[src/rtl/pc_unit.sv]
// Program-counter unit: sequential advance, stall, jump, call and return
// through a circular return-address stack that keeps the newest entries.
module pc_unit #(
  parameter int unsigned       ADDR_W    = 16,
  parameter int unsigned       INC       = 1,
  parameter logic [ADDR_W-1:0] RESET_VEC = '0,
  parameter int unsigned       RAS_DEPTH = 4
) (
  input  logic                               clk,
  input  logic                               reset,
  input  logic                               stall,
  input  logic                               jump,
  input  logic                               call,
  input  logic                               ret,
  input  logic [ADDR_W-1:0]                  target,
  input  logic                               clr_err,
  output logic [ADDR_W-1:0]                  pc,
  output logic [ADDR_W-1:0]                  ras_top,
  output logic [$clog2(RAS_DEPTH+1)-1:0]     ras_count,
  output logic                               ras_overflow,
  output logic                               ras_underflow
);

  localparam int unsigned      PTR_W    = $clog2(RAS_DEPTH);
  localparam int unsigned      CNT_W    = $clog2(RAS_DEPTH + 1);
  localparam logic [PTR_W-1:0] PTR_LAST = PTR_W'(RAS_DEPTH - 1);
  localparam logic [CNT_W-1:0] CNT_FULL = CNT_W'(RAS_DEPTH);

  typedef enum logic [2:0] {
    OP_HOLD,
    OP_RET,
    OP_CALL,
    OP_JUMP,
    OP_SEQ
  } op_t;

  logic [ADDR_W-1:0] ras [RAS_DEPTH];
  logic [PTR_W-1:0]  top;
  logic [PTR_W-1:0]  top_up;
  logic [PTR_W-1:0]  top_dn;
  logic [ADDR_W-1:0] pc_inc;
  logic              empty;
  logic              full;
  logic              ovf_set;
  logic              unf_set;
  op_t               op;

  always_comb begin
    op = OP_SEQ;
    if (stall)     op = OP_HOLD;
    else if (ret)  op = OP_RET;
    else if (call) op = OP_CALL;
    else if (jump) op = OP_JUMP;
  end

  // Pointer wraps explicitly so non-power-of-two depths stay in range.
  always_comb begin
    pc_inc  = pc + ADDR_W'(INC);
    empty   = (ras_count == '0);
    full    = (ras_count == CNT_FULL);
    top_up  = (top == PTR_LAST) ? '0 : top + PTR_W'(1);
    top_dn  = (top == '0) ? PTR_LAST : top - PTR_W'(1);
    ovf_set = (op == OP_CALL) && full;
    unf_set = (op == OP_RET) && empty;
    ras_top = empty ? '0 : ras[top];
  end

  always_ff @(posedge clk) begin
    if (reset) begin
      pc            <= RESET_VEC;
      top           <= '0;
      ras_count     <= '0;
      ras_overflow  <= 1'b0;
      ras_underflow <= 1'b0;
      for (int unsigned i = 0; i < RAS_DEPTH; i++) ras[i] <= '0;
    end else begin
      ras_overflow  <= (ras_overflow  & ~clr_err) | ovf_set;
      ras_underflow <= (ras_underflow & ~clr_err) | unf_set;
      case (op)
        OP_RET: begin
          if (!empty) begin
            pc        <= ras[top];
            top       <= top_dn;
            ras_count <= ras_count - CNT_W'(1);
          end else begin
            pc <= pc_inc;
          end
        end
        // A push onto a full stack overwrites the oldest slot, which is
        // exactly the one just above the current top in the ring.
        OP_CALL: begin
          pc          <= target;
          ras[top_up] <= pc_inc;
          top         <= top_up;
          if (!full) ras_count <= ras_count + CNT_W'(1);
        end
        OP_JUMP: pc <= target;
        OP_SEQ:  pc <= pc_inc;
        default: ;
      endcase
    end
  end

endmodule

[config.mk]
export PLATFORM = sky130hd
export DESIGN_NAME = pc_unit
export DESIGN_NICKNAME = d
export VERILOG_FILES = /design/src/rtl/pc_unit.sv
export SDC_FILE = /design/constraint.sdc
export NUM_CORES = 1
export LEC_CHECK = 0
export ABC_CLOCK_PERIOD_IN_PS = 2400
export BUFFER_PORTS_ARGS = -buffer_cell sky130_fd_sc_hd__buf_2
export CAP_MARGIN = 20
export CORE_MARGIN = 1
export CORE_UTILIZATION = 40
export CTS_CLUSTER_DIAMETER = 40
export CTS_CLUSTER_SIZE = 12
export DETAILED_ROUTE_END_ITERATION = 10
export SLEW_MARGIN = 10
export SYNTH_ARGS = -nofsm -noshare
export SYNTH_HDL_FRONTEND = slang
export SYNTH_SLANG_ARGS = --single-unit
[constraint.sdc]
create_clock -name clk -period 2.4 [get_ports clk]
set_clock_uncertainty 0.05 [all_clocks]
set_input_delay 0.12 -clock clk [delete_from_list [all_inputs] [get_ports clk]]
set_output_delay 0.12 -clock clk [all_outputs]
set_load 0.01 [all_outputs]
==> flow_summary.yaml <==
die:
  dieArea_sq_um: 11800
  ios: 60
  die_h_microns: 109
  dieWidth_microns: 109
  rows: 38
  design.core.area_sq_um: 10900
  initial_utilization_pct: 41.5
setup_path:
  worstPathArrival_ps: 1950
  crit_type: "reg2out"
  crit-reg2reg-launch: "pc[1]"
  reg2reg_depth: 6
  r2r_setup_slack_ps: 290
  crit_path_start_kind: "flop"
  required_ps: 2230
  reg2reg_to: "ras[3][14]"
  critPathMaxFanout: 18
  cp-end-kind: "primary output"
detailed_routing:
  viasPerCell: 5.61
  num_vias: 3466
  ant_nets: 0
  drt-total-wl_microns: 12300
  wl_per_cell_microns: 19.9
  post-route-drc-count: 0
  drt_first_pass_iters: 5
  drtIter0Drc: 258
synthesis:
  synth-edff-count: 64
  syn_inst: 398
  syn-cell-area_sq_um: 4540
  ys_seq_area_share_pct: 53.3
  yosysTopAreaCell: "edfxtp_1"
  synth_cell_types: 61
  synth_warnings: 0
  synth-async-reset-ratio_pct: 0
  ys_seq_elements: 89
  synth.net_count: 425
  synthTopCellsByArea: "edfxtp_1 (42%), dfxtp_1 (11%), mux4_2 (7.9%)"
  avgSynthCellArea_sq_um: 11.4
  synth_top_area_share_pct: 42.3
  synth_ff_type: "edfxtp_1"
clock_network:
  clk_path_buf_depth: 2
  clk_pin_slew_worst_paths_ps: 70
  htreeDepth: 3
  cts_buffers: 9
  ctsResizeCount: 0
  cts_tree: "done"
  insertion_delay_ps: 340
  cts_root_buf: "clkbuf_16"
  cts.sinks: 89
timing:
  hold_violations: 0
  rsz0062_at_grt: "no"
  finalSetupTns_ps: 0
  tightest_slew_ps: 717
  clock.fmax_ghz: 0.473
  final_max_slew_viol_count: 0
  finalWorstSetupSlack_ps: 284
  period_needed_ps: 2120
  fin_crit_sh_pct: 88.2
  setup_viol_count_final: 0
  slew_headroom_pct: 51.8
min_path:
  hold_path_class: "in2reg"
  min_from: "target[11]"
  hold_path_depth: 3
  holdPathEnd: "pc[11]"
placed_design:
  port_buffers: 59
  place.gp.congestion: 0.829
  place_ws_ps: 321
  hpwl_microns: 8490
finish:
  syn2layout_area_growth_pct: 19.7
  most-common-layout-cells: "nor2_1 (75), edfxtp_1 (64), buf_2 (59)"
  diodes: 0
  final_common_cell: "nor2_1"
  multi_input_area_sq_um: 1940
  ff_latch_area_sq_um: 2420
  drive_gt1_share_pct: 30.8
  fin_nets: 500
  fillers: 1001
grt:
  grt_max_degree: 29
  grt_usage_pct: 22.1
  first_global_vias: 3327
  grt_remaining_overflow: 0
  grt_pass1_wl_microns: 18800
  antenna_found_initial: 0
pwr:
  ir_worst_vdd_mv: 0.657
  p_leak_nw: 2.03
  power_per_cell_area_nw_per_um2: 734
run:
  drv_cap: 0
run_status:
  status: "complete, no violations"
-- kinds of logic after synthesis --
group           count (synthesis)  synth area share (%)
simple gates                  162                  18.6
flops                          89                  53.3
compound gates                 70                  11.1
buf+inv                        38                  4.05
mux                            18                  8.40
xor+xnor                       17                  3.28
fa+ha+maj                       4                  1.27
-- worst max-delay path, cell delays in order, from the launching register on --
cell and delay, ps:
dfxtp_1 380, or3_1 650, buf_4 280, and2_1 140, buf_2 130
-- cell type report --
class | instances | share of cell area (%)
clock buffers | 9 | 4.14
clock inverters | 7 | 1.40
inverters | 13 | 0.898
multi-input cells | 271 | 35.7
flip-flops and latches | 89 | 44.6
well taps | 140 | 3.22
repair buffers | 89 | 10.1
-- where the power goes --
group	total [W]	leakage (nW)	internal [W]	switching, W
registers	0.00181	0.868	0.00173	0.0000758
logic	0.000741	1.02	0.000309	0.000432
clock network	0.00144	0.143	0.000816	0.000622
total	0.00399	2.03	0.00286	0.00113
-- cell usage after synthesis, types with 6 or more instances --
cell and instances:
nor3_1 6, edfxtp_1 64, nand3_1 9, inv_1 13, a21oi_1 15, a221oi_1 9
nand2_1 14, xnor2_1 12, nor2_2 10, mux4_2 16, and2_1 17, clkbuf_1 9
nor2_1 75, dfxtp_1 25, o21ai_0 7
-- flip-flops by register name, summed over array words and instances, names as in the netlist, named ones only --
| register | flops |
|---|---|
| ras | 64 |
| pc | 16 |
| ras_count | 3 |
| top | 2 |
| ras_overflow | 1 |
| ras_underflow | 1 |
-- per-layer routing --
metal / wire, microns / share of wire [%] / track usage, %
met5: 0 / 0 / 0
met4: 213 / 1.7 / 6.18
met3: 812 / 6.6 / 3.98
met2: 5920 / 48 / 36.1
met1: 5350 / 44 / 30.0
-- how the worst max path moves through the flow --
stage / startpoint / depth (start not counted) / to / slack (ps)
2_1_floorplan: stall / 7 / ras[2][0] / 300
3_3_place_gp: pc[1] / 6 / ras[0][14] / 340
3_5_place_dp: pc[1] / 6 / ras[3][14] / 320
4_1_cts: ras_count[0] / 4 / ras_top[10] / 250
5_1_grt: pc[1] / 6 / ras[3][14] / 90
6_report: ras_count[0] / 4 / ras_top[10] / 280
-- stage by stage --
step	hold slack [ps]	total power [W]	cells	utilization (%)	instance area, sq um
global route	40.8	0.00413	618	49.7	5440
CTS	14.5	0.00402	618	49.7	5440
finish	17.0	0.00399	618	49.7	5440
floorplan	253	0.00228	398	-	4540
global placement	348	0.00257	601	46.9	5120
detailed placement	350	0.00258	601	46.9	5120
-- repair_timing --
action	4_1_cts	5_1_grt
hold buffers	1	0
buffers inserted	0	0
hold endpoints to repair	1	0
(Power assumes the default switching activity.)
